**config.mk**
```make
export PLATFORM = sky130hd
export DESIGN_NAME = uart_tx_fifo
export DESIGN_NICKNAME = d
export VERILOG_FILES = /design/src/rtl/uart_tx_fifo.sv
export SDC_FILE = /design/constraint.sdc
export NUM_CORES = 1
export LEC_CHECK = 0
export CORE_UTILIZATION = 40
export DETAILED_ROUTE_END_ITERATION = 8
export PLACE_DENSITY_LB_ADDON = 0.05
export SLEW_MARGIN = 20
export SYNTH_ARGS = -nofsm -noshare
export SYNTH_HDL_FRONTEND = slang
export SYNTH_SLANG_ARGS = --single-unit
```
**constraint.sdc**
```tcl
create_clock -name sys_clk -period 3.34 [get_ports sys_clk]
set_input_delay 0.668 -clock sys_clk [delete_from_list [all_inputs] [get_ports sys_clk]]
set_output_delay 0.668 -clock sys_clk [all_outputs]
set_load 0.005 [all_outputs]
```
**src/rtl/uart_tx_fifo.sv**
```systemverilog
// Buffered 8N1 UART transmitter: a small FIFO fed by a valid/ready handshake,
// drained back-to-back onto a registered serial line at DELAY_FRAMES clocks per bit.
module uart_tx_fifo #(
  parameter int DELAY_FRAMES = 234,
  parameter int FIFO_DEPTH   = 16,
  parameter int FIFO_AW      = 4
) (
  input  logic               sys_clk,
  input  logic               sys_rst_n,
  input  logic [7:0]         tx_data,
  input  logic               tx_valid,
  output logic               tx_ready,
  output logic [FIFO_AW:0]   fifo_count,
  output logic               busy,
  output logic               uart_tx
);

  localparam int CNT_W = $clog2(DELAY_FRAMES);
  localparam logic [CNT_W-1:0]   CNT_LAST   = CNT_W'(DELAY_FRAMES - 1);
  localparam logic [CNT_W-1:0]   CNT_ONE    = CNT_W'(1);
  localparam logic [FIFO_AW-1:0] PTR_ONE    = FIFO_AW'(1);
  localparam logic [FIFO_AW:0]   COUNT_ONE  = (FIFO_AW + 1)'(1);
  localparam logic [FIFO_AW:0]   COUNT_FULL = (FIFO_AW + 1)'(FIFO_DEPTH);

  typedef enum logic [1:0] {IDLE, START, DATA, STOP} txState_t;

  txState_t           state;
  logic [7:0]         fifoMem [FIFO_DEPTH];
  logic [FIFO_AW-1:0] wrPtr;
  logic [FIFO_AW-1:0] rdPtr;
  logic [FIFO_AW:0]   count;
  logic [CNT_W-1:0]   bitCnt;
  logic [2:0]         bitIdx;
  logic [7:0]         shiftReg;
  logic               txLine;
  logic               push;
  logic               pop;
  logic               bitEnd;
  logic               fifoEmpty;

  // Ready looks only at the count register, so a full FIFO never accepts on a popping edge.
  assign tx_ready   = (count != COUNT_FULL);
  assign fifoEmpty  = (count == '0);
  assign bitEnd     = (bitCnt == CNT_LAST);
  assign push       = tx_valid && tx_ready;
  assign pop        = !fifoEmpty && ((state == IDLE) || ((state == STOP) && bitEnd));
  assign fifo_count = count;
  assign busy       = (state != IDLE) || !fifoEmpty;
  assign uart_tx    = txLine;

  always_ff @(posedge sys_clk) begin
    if (push) begin
      fifoMem[wrPtr] <= tx_data;
    end
  end

  always_ff @(posedge sys_clk) begin
    if (!sys_rst_n) begin
      wrPtr <= '0;
      rdPtr <= '0;
      count <= '0;
    end else begin
      if (push) begin
        wrPtr <= wrPtr + PTR_ONE;
      end
      if (pop) begin
        rdPtr <= rdPtr + PTR_ONE;
      end
      case ({push, pop})
        2'b10:   count <= count + COUNT_ONE;
        2'b01:   count <= count - COUNT_ONE;
        default: count <= count;
      endcase
    end
  end

  // A pop from IDLE or at the end of STOP loads the byte and drives the start bit on the same edge.
  always_ff @(posedge sys_clk) begin
    if (!sys_rst_n) begin
      state    <= IDLE;
      bitCnt   <= '0;
      bitIdx   <= '0;
      shiftReg <= '0;
      txLine   <= 1'b1;
    end else begin
      case (state)
        IDLE: begin
          txLine <= 1'b1;
          if (pop) begin
            shiftReg <= fifoMem[rdPtr];
            txLine   <= 1'b0;
            bitCnt   <= '0;
            state    <= START;
          end
        end
        START: begin
          if (bitEnd) begin
            bitCnt <= '0;
            bitIdx <= '0;
            txLine <= shiftReg[0];
            state  <= DATA;
          end else begin
            bitCnt <= bitCnt + CNT_ONE;
          end
        end
        DATA: begin
          if (bitEnd) begin
            bitCnt <= '0;
            if (bitIdx == 3'd7) begin
              txLine <= 1'b1;
              state  <= STOP;
            end else begin
              bitIdx <= bitIdx + 3'd1;
              txLine <= shiftReg[bitIdx + 3'd1];
            end
          end else begin
            bitCnt <= bitCnt + CNT_ONE;
          end
        end
        STOP: begin
          if (bitEnd) begin
            bitCnt <= '0;
            if (pop) begin
              shiftReg <= fifoMem[rdPtr];
              txLine   <= 1'b0;
              state    <= START;
            end else begin
              state <= IDLE;
            end
          end else begin
            bitCnt <= bitCnt + CNT_ONE;
          end
        end
        default: begin
          txLine <= 1'b1;
          state  <= IDLE;
        end
      endcase
    end
  end

endmodule

```
# Yosys cells after proc, flatten, opt, wreduce, memory -nomap -nowiden

Memories as Yosys holds them, arrays and structs flattened. A register that Yosys moved wholly into a read port is not among the register bits.
Index checks and enable logic that the tools add are counted.

Add/sub/neg operators: 6
Multipliers: 0
Divide/modulo/power cells: 0
Magnitude comparators: 1
Equal/unequal tests: 15
Shift-type cells: 0
Mux-type cells: 31
Bitwise logic cells: 0
Reduce and logical (&&, ||, !) cells: 17

Operators with widths:

| operator                                                              | number |
|---|---|
| 8-bit 2-to-1 mux                                                      | 4 |
| 8-bit case mux with 2 select lines                                    | 2 |
| 2-bit != test, second input constant                                  | 7 |
| 1-bit 2-to-1 mux                                                      | 10 |
| 2-bit 2-to-1 mux                                                      | 5 |
| 5-bit case mux with 2 select lines                                    | 1 |
| 3-bit 2-to-1 mux                                                      | 3 |
| 4-bit by 1-bit adder with 4-bit output, second input constant         | 2 |
| 8-bit by 1-bit adder with 8-bit output, second input constant         | 1 |
| 8-bit equality test, second input constant                            | 1 |
| 4-bit 2-to-1 mux                                                      | 2 |
| 2-bit case mux with 4 select lines                                    | 1 |
| 4-bit AND reduction                                                   | 2 |
| 2-bit nonzero test                                                    | 4 |
| 2-bit equality test, second input constant                            | 3 |
| 3-bit case mux with 2 select lines                                    | 1 |
| 5-bit by 1-bit adder with 5-bit output, second input constant         | 1 |
| 5-bit zero test                                                       | 1 |
| 5-bit != test, second input constant                                  | 1 |
| 5-bit AND reduction                                                   | 1 |
| 5-bit by 1-bit subtractor with 5-bit output, second input constant    | 1 |
| 2-bit by 1-bit equality test with 1-bit output, second input constant | 2 |
| 3-bit by 4-bit < comparator with 1-bit output, second input constant  | 1 |
| 1-bit case mux with 4 select lines                                    | 1 |
| other kinds (9)                                                       | 12 |

Flip-flop bits (word level): 35
Latch bits: 0
Bits in writable memories: 128
Bits in read-only memories: 0
Bits of input ports: 11
Output and inout port bits: 8
Logic and storage cells: 79
Memories: 1

Memories:

| name    | words | width | rd ports | clocked after Yosys merged registers in | write ports | line | RTL |
|---|---|---|---|---|---|---|---|
| fifoMem | 16    | 8     | 1        | 1                                       | 1           | 28   | `logic [7:0] fifoMem [FIFO_DEPTH];` |

# Longest topological paths before layout

Gate-level depths: netlist of run 1.

Word-level depth: 7
Depth in mapped cells: 15
Depth with buffers taken out: 13

# Worst setup path before layout of run 1

No wires, ideal clock.

Path type: flip-flop to flip-flop
Start: register bitCnt[1]
End: register count[4] (netlist: fifo_count[4])
Setup time: 122 ps
Data arrival time: 2742 ps
Required time: 3218 ps
Path slack: 476 ps
Stages on the path, launching flop included: 15
Path buffers: 2
Period minus slack after synthesis: 2864 ps
Cell sequence: dfxtp_1 -> inv_1 -> ha_1 -> and4_1 -> clkbuf_1 -> a31oi_2 -> nor2_1 -> ha_1 -> clkbuf_1 -> xor2_1 -> ha_1 -> o31a_2 -> nor3_1 -> mux2i_1 -> mux2i_1

Cells in the longest elaborated chain, start to end: 6
Elaborated cells between the ends (all ways): 8
Classes of those cells: eq/ne (3); mux (1); reduce/logical (4)

RTL lines:

| item                                                                                  | line | RTL |
|---|---|---|
| start, declared                                                                       | 32   | `logic [CNT_W-1:0] bitCnt;` |
| start signal, assigned                                                                | 103  | `bitCnt <= bitCnt + CNT_ONE;` |
| start signal, assigned                                                                | 117  | `bitCnt <= bitCnt + CNT_ONE;` |
| start signal, assigned                                                                | 131  | `bitCnt <= bitCnt + CNT_ONE;` |
| 8-bit equality test (*)                                                               | 44   | `assign bitEnd = (bitCnt == CNT_LAST);` |
| 1-bit logical AND (*)                                                                 | 46   | `assign pop = !fifoEmpty && ((state == IDLE) \|\| ((state == STOP) && bitEnd));` |
| 1-bit logical OR (*)                                                                  | 46   |  |
| 1-bit logical AND (*)                                                                 | 46   |  |
| via pop                                                                               | 37   | `logic pop;` |
| 2-bit by 1-bit equality test with 1-bit output or 2-bit equality test (tied branches) | 69   | `case ({push, pop})` |
| 5-bit case mux with 2 select lines or 2-bit nonzero test (tied branches)              | -    |  |
| end signal, assigned                                                                  | 70   | `2'b10: count <= count + COUNT_ONE;` |
| end signal, assigned                                                                  | 71   | `2'b01: count <= count - COUNT_ONE;` |
| end signal, assigned                                                                  | 72   | `default: count <= count;` |
| end, declared                                                                         | 31   | `logic [FIFO_AW:0] count;` |

The timed path passes the listed nets; every way through them passes the cells marked *.
A chain may end at the register's enable or synchronous reset.

# Final worst setup path of run 1

Start: register bitCnt[0]
End: register count[4] (netlist: fifo_count[4])

The elaborated chain is that of the path after synthesis.

==> run_results.csv, run 1 <==
group,metric,value,unit
route,wl_met3,592,um
route,first_pass_iters,4,
sta,setup_viol,0,
logic_synthesis,synth_area,0.00711,mm2
sta,post-route-min-period,2.92,ns
clock_tree,cts.repair.resized,0,
sta,worstMarginPinSlew,0.744,ns
clock_tree,clock-sinks,167,
route,dr_wl_met2,6360,um
setup_path,crit_fanout,9,
power_and_ir_drop,power_density,754,mW/mm2
route,drtAntennaViolNets,0,
final_layout,finalInstanceArea,0.00828,mm2
route,routed-via-count,3858,
logic_synthesis,synth-main-ff-cell,"edfxtp_1",
final_layout,final_core_util,0.477,
setup_path,worstPathRequired,3.65,ns
floorplan,core,0.0174,mm2
sta,finalHoldViolations,0,
logic_synthesis,yosysUniqueCellTypes,49,
logic_synthesis,ys_warn_count,0,
sta,layout_worst_path_cycle_share,0.873,
setup_path,endpoint_kind,"flop",
grt,grt_max_degree,36,
clock_tree,cts_made_buffers,17,
sta,rsz0062_at_grt,"false",
final_layout,final_cell_mix,"edfxtp_1 (128), dfxtp_1 (38), mux4_2 (34)",
route,drt_iter0_markers,209,
min_path,min_path_type,"reg -> reg",
grt,grt_pass1_wl,21800,um
grt,grt_pass1_vias,3850,
sta,fin_ws,0.423,ns
placement,placed_area,0.00765,mm2
clock_tree,cts_root_buf,"clkbuf_16",
setup_path,arrival,3.23,ns
clock_tree,h-tree-depth,4,
logic_synthesis,ys_async_sr_fraction,0,
placement,dp_slack,0.288,ns
sta,skew,0.0121,ns
route,totalWireLength,14000,um
grt,grtUsageTotal,0.166,
floorplan,boundaryPins,19,
final_layout,antennaDiodeCount,0,
grt,gr-total-overflow,0,
sta,final.setup.tns,0,ns
route,wl_per_cell,19.0,um
final_layout,nets,528,
setup_path,reg2reg_slack,0.42,ns
floorplan,die-area,0.0183,mm2
setup_path,startpoint_type,"flop",
floorplan,start_util,0.410,
grt,antenna_found_initial,0,
floorplan,die_w,135,um
placement,hpwl,9260,um
route,drc_errors,0,
route,top_layer_used,"met4",
route,post_drt_via_cell_ratio,5.22,
setup_path,path_class,"reg -> reg",
clock_tree,clk_pin_slew,0.07,ns
clock_tree,cts_buffer_depth,2,
logic_synthesis,synthCells,462,
clock_tree,post_cts_buffers,0,
clock_tree,cts_tree,"yes",
placement,io_buffers,18,
logic_synthesis,ys_seq_area_frac,0.650,
flow_run,maxCapViolCount,0,
sta,relSlewSlack,0.503,
route,wl_met1,6940,um
sta,drv_slew,0,
floorplan,rows,48,
floorplan,die_h,135,um
final_layout,final_common_cell,"edfxtp_1",
clock_tree,ctsHoldBuffers,0,
logic_synthesis,ys_ff_latch,167,
logic_synthesis,syn-num-nets,489,
final_layout,layout-drive-gt1-share,0.196,
clock_tree,clock_latency,0.42,ns
power_and_ir_drop,p_leak,2.80,nW
run_status,status,"finished clean",
power_and_ir_drop,power.total,6.24,mW
placement,place.gp.congestion,0.727,
final_layout,syn_to_final_growth,16.4,%
sta,max_freq,343,MHz
logic_synthesis,synth_edf_count,128,
logic_synthesis,avgSynthCellArea,15.4,um2
power_and_ir_drop,ir_drop,0.000398,V
==> cells in the mapped netlist, drive strengths merged (2+ instances only) <==
library cell	count	area (um2)
buf	13	76.3
nand4	3	18.8
nand2b	6	37.5
dfxtp	39	781
o221a	2	22.5
a22o	8	70.1
a31oi	4	31.3
nand2	22	82.6
and3	5	31.3
clkbuf	11	41.3
nand3	4	20.0
mux2i	18	180
nor4	2	12.5
a21boi	6	45.1
o21ai	5	25.0
nor3	12	60.1
and2	13	81.3
a22oi	2	15.0
nor3b	5	42.5
nor2	25	110
mux4	34	766
a21oi	19	95.1
edfxtp	128	3840
nor2b	18	113
a211oi	9	80.1
xnor2	5	43.8
xor2	5	43.8
o22ai	2	12.5
ha	16	200
inv	11	41.3
==> metal layers <==
layer	global-route usage	vias up
met5	0	-
li1	-	1853
met4	0.0562	0
met2	0.250	53
met3	0.0464	11
met1	0.230	1941
==> cells by family after synthesis <==
logic type      count (synthesis)  share of synthesized area
flops                         167                      0.650
simple gates                  119                     0.0909
mux                            53                      0.135
fa+ha+maj                      16                     0.0281
compound gates                 62                     0.0616
xor+xnor                       10                     0.0123
buf+inv                        35                     0.0223
==> registers in the layout (all words and copies together) (netlist names), named ones only <==
name and count:
fifoMem 128, bitCnt 8, fifo_count 5, uart_tx 1, state 2, wrPtr 4, bitIdx 3, shiftReg 8
rdPtr 4
==> per-stage QoR <==
stage	hold WS (ns)	std cells
6_report	0.482	739
5_1_grt	0.499	739
4_1_cts	0.484	739
3_5_place_dp	0.465	707
3_3_place_gp	0.457	707
2_1_floorplan	0.437	462
==> power by group <==
group	internal (mW)	switching, mW	total (mW)
sequential	2.37	0.164	2.54
clock	1.26	0.810	2.07
combinational	0.812	0.824	1.64
total	4.44	1.80	6.24
==> worst paths after layout <==
kind | start | to | depth (start not counted)
setup / recovery | bitCnt[0] | fifo_count[4] | 11
hold / removal | shiftReg[6] | shiftReg[6] | 1
setup reg to reg | bitCnt[0] | fifo_count[4] | 11
hold reg to reg | shiftReg[6] | shiftReg[6] | 1
==> worst max-delay path, stage by stage, from the launching register on <==
cell     delay [ns]
dfxtp_1        0.39
ha_1           0.16
and4_1         0.37
a31oi_2        0.14
nor2_1         0.24
ha_1           0.43
xor2_1         0.12
ha_1           0.25
o31a_2         0.29
nor3_1         0.14
mux2i_1        0.12
mux2i_1        0.13
==> cell type report <==
type | count | area [um2]
fill | 1484 | 9080
multi-input combinational | 260 | 2330
inverter | 11 | 41.3
timing repair buffer | 44 | 375
sequential | 167 | 4630
clock buffer | 18 | 429
clock inverter | 14 | 196
tap | 225 | 282
Power figures use the tool's default switching activity.
==> run 2, diff against run 1 <==
Settings changed: CORE_MARGIN set to 2, GPL_TIMING_DRIVEN set to 0, HOLD_SLACK_MARGIN set to 0.03.
==> run 2 against run 1 <==
  * Register-to-register slack worse by 0.12 ns
  * Combinational power is 8% higher
  * Hold slack got worse by 0.0060 ns
  * Worst setup slack worse by 0.17 ns
  * Non-clock buffer count unchanged
  * Sequential cell count unchanged
  * Total power fell by 1.9%
  * Die area up 3.0%
  * Maximum frequency decreased by 5.5%
  * Via count is 1.9% higher
  * Clock-buffer cell count rose by 3
  * Critical path type is now in -> reg
  * Largest cell class unchanged
  * Largest power group unchanged
==> run_results.csv, run 2 (synthesized netlist as in run 1, its figures left out) <==
group,metric,value,unit
sta,max_freq,324,MHz
route,drtAntennaViolNets,0,
setup_path,endpoint_kind,"flop",
final_layout,syn_to_final_growth,15.2,%
route,drt_iter0_markers,231,
clock_tree,cts_tree,"yes",
clock_tree,cts_buffer_depth,2,
sta,finalHoldViolations,0,
grt,grt_pass1_wl,22800,um
setup_path,worstPathRequired,3.70,ns
final_layout,top_register,"fifoMem",
power_and_ir_drop,power.share.clock,0.307,
clock_tree,post_cts_buffers,0,
setup_path,crit_family,"compound AO/OA/AOI/OAI gates",
route,totalWireLength,14900,um
clock_tree,cts_root_buf,"clkbuf_16",
placement,io_buffers,18,
placement,place.gp.congestion,0.773,
grt,grtUsageTotal,0.171,
clock_tree,clk_pin_slew,0.07,ns
flow_run,maxCapViolCount,0,
sta,worstMarginPinSlew,0.872,ns
sta,setup_viol,0,
placement,hpwl,10000,um
route,routed-via-count,3931,
setup_path,startpoint_type,"primary input",
sta,layout_worst_path_cycle_share,0.924,
placement,placed_area,0.00762,mm2
final_layout,largest_reg_flops,128,
grt,antenna_found_initial,0,
clock_tree,clock-sinks,167,
floorplan,die-area,0.0189,mm2
sta,drv_slew,0,
floorplan,boundaryPins,19,
grt,gr-total-overflow,0,
sta,final.setup.tns,0,ns
setup_path,path_class,"in -> reg",
clock_tree,h-tree-depth,4,
grt,grt_pass1_vias,3916,
placement,dpl.cell_count,709,
power_and_ir_drop,p_leak,2.75,nW
sta,post-route-min-period,3.09,ns
route,drc_errors,0,
setup_path,critPathBufInv,2,
setup_path,crit_fanout,9,
setup_path,path_cells,"clkdlybuf4s50_1 > a21boi_1 > inv_1 > ha_2 > xor2_1 > ha_1 > nor2_1 > xor2_1 > nor2_1 > mux2i_1 > mux2i_1",
final_layout,antennaDiodeCount,0,
final_layout,final_common_cell,"edfxtp_1",
sta,relSlewSlack,0.417,
final_layout,layout-drive-gt1-share,0.183,
run_status,status,"finished clean",
final_layout,final_core_util,0.472,
placement,dp_slack,-0.387,ns
power_and_ir_drop,internal-power,4.28,mW
sta,skew,0.00843,ns
clock_tree,ctsHoldBuffers,0,
power_and_ir_drop,ir_drop,0.000408,V
final_layout,final_cell_mix,"edfxtp_1 (128), dfxtp_1 (39), mux4_2 (34)",
power_and_ir_drop,p_sw,1.84,mW
final_layout,top_regs,"fifoMem x128, bitCnt x8, shiftReg x8",
final_layout,nets,528,
route,wl_per_cell,20.1,um
sta,rsz0062_at_grt,"false",
route,post_drt_via_cell_ratio,5.32,
floorplan,die_w,137,um
sta,fin_ws,0.253,ns
clock_tree,clock_latency,0.42,ns
clock_tree,cts_made_buffers,17,
power_and_ir_drop,seqPwrFrac,0.404,
power_and_ir_drop,power_density,747,mW/mm2
setup_path,slowest_stage,"a21boi_1",
final_layout,instances_no_fill,739,
setup_path,arrival,3.45,ns
floorplan,rows,48,
floorplan,die_h,137,um
setup_path,slowest_delay,0.66,ns
floorplan,start_util,0.410,
power_and_ir_drop,p_comb_frac,0.289,
route,first_pass_iters,6,
min_path,min_path_type,"reg -> reg",
floorplan,core,0.0174,mm2
power_and_ir_drop,sw_frac_of_total,0.300,
grt,grt_max_degree,17,
final_layout,finalInstanceArea,0.00819,mm2
==> run 2: worst min-delay path, delay by kind of cell, from the launching register on <==
family,cells,cell delay [ns]
simple gates,1,0.05
compound gates,1,0.06
flops,1,0.31
==> run 2: area by class of cell <==
type | count | area, um2
fill | 1496 | 9160
timing repair buffer | 22 | 210
clock inverter | 11 | 96.3
buffer | 22 | 110
inverter | 11 | 41.3
sequential | 167 | 4620
multi-input combinational | 260 | 2360
clock buffer | 21 | 472
tap | 225 | 282
==> run 2: final timing paths <==
kind	depth (start not counted)	slack (ns)	endpoint	start
min reg2reg	2	0.48	bitIdx[2]	bitIdx[2]
max reg2reg	12	0.30	fifo_count[2]	bitCnt[0]
max	11	0.25	fifo_count[2]	tx_valid
min	2	0.48	bitIdx[2]	bitIdx[2]
==> run 2: layer usage <==
metal	part of all wire	wire length [um]	GRT usage
met5	0	0	0
met4	0.012	181	0.0584
met3	0.025	366	0.0423
met2	0.47	6940	0.254
met1	0.50	7390	0.246
==> run 2: repair_timing <==
item,in CTS,in global routing
hold endpoints to repair,0,0
pin swaps,0,0
setup endpoints to repair,2,2
resized for setup,1,1
==> run 2: power by group through the flow <==
stage	sequential, mW	clock, mW	combinational, mW
after global routing	2.49	2.01	1.95
final	2.47	1.88	1.77
after CTS	2.47	1.93	1.79
after floorplan	2.49	0	1.29
after detailed placement	2.52	0	1.78
after global placement	2.52	0	1.76
==> run 2: metrics by stage <==
| step | power [mW] | hold WS, ns |
|---|---|---|
| after floorplan | 3.78 | 0.437 |
| after global placement | 4.27 | 0.460 |
| after detailed placement | 4.30 | 0.462 |
| after CTS | 6.19 | 0.480 |
| after global routing | 6.45 | 0.497 |
| final | 6.12 | 0.476 |
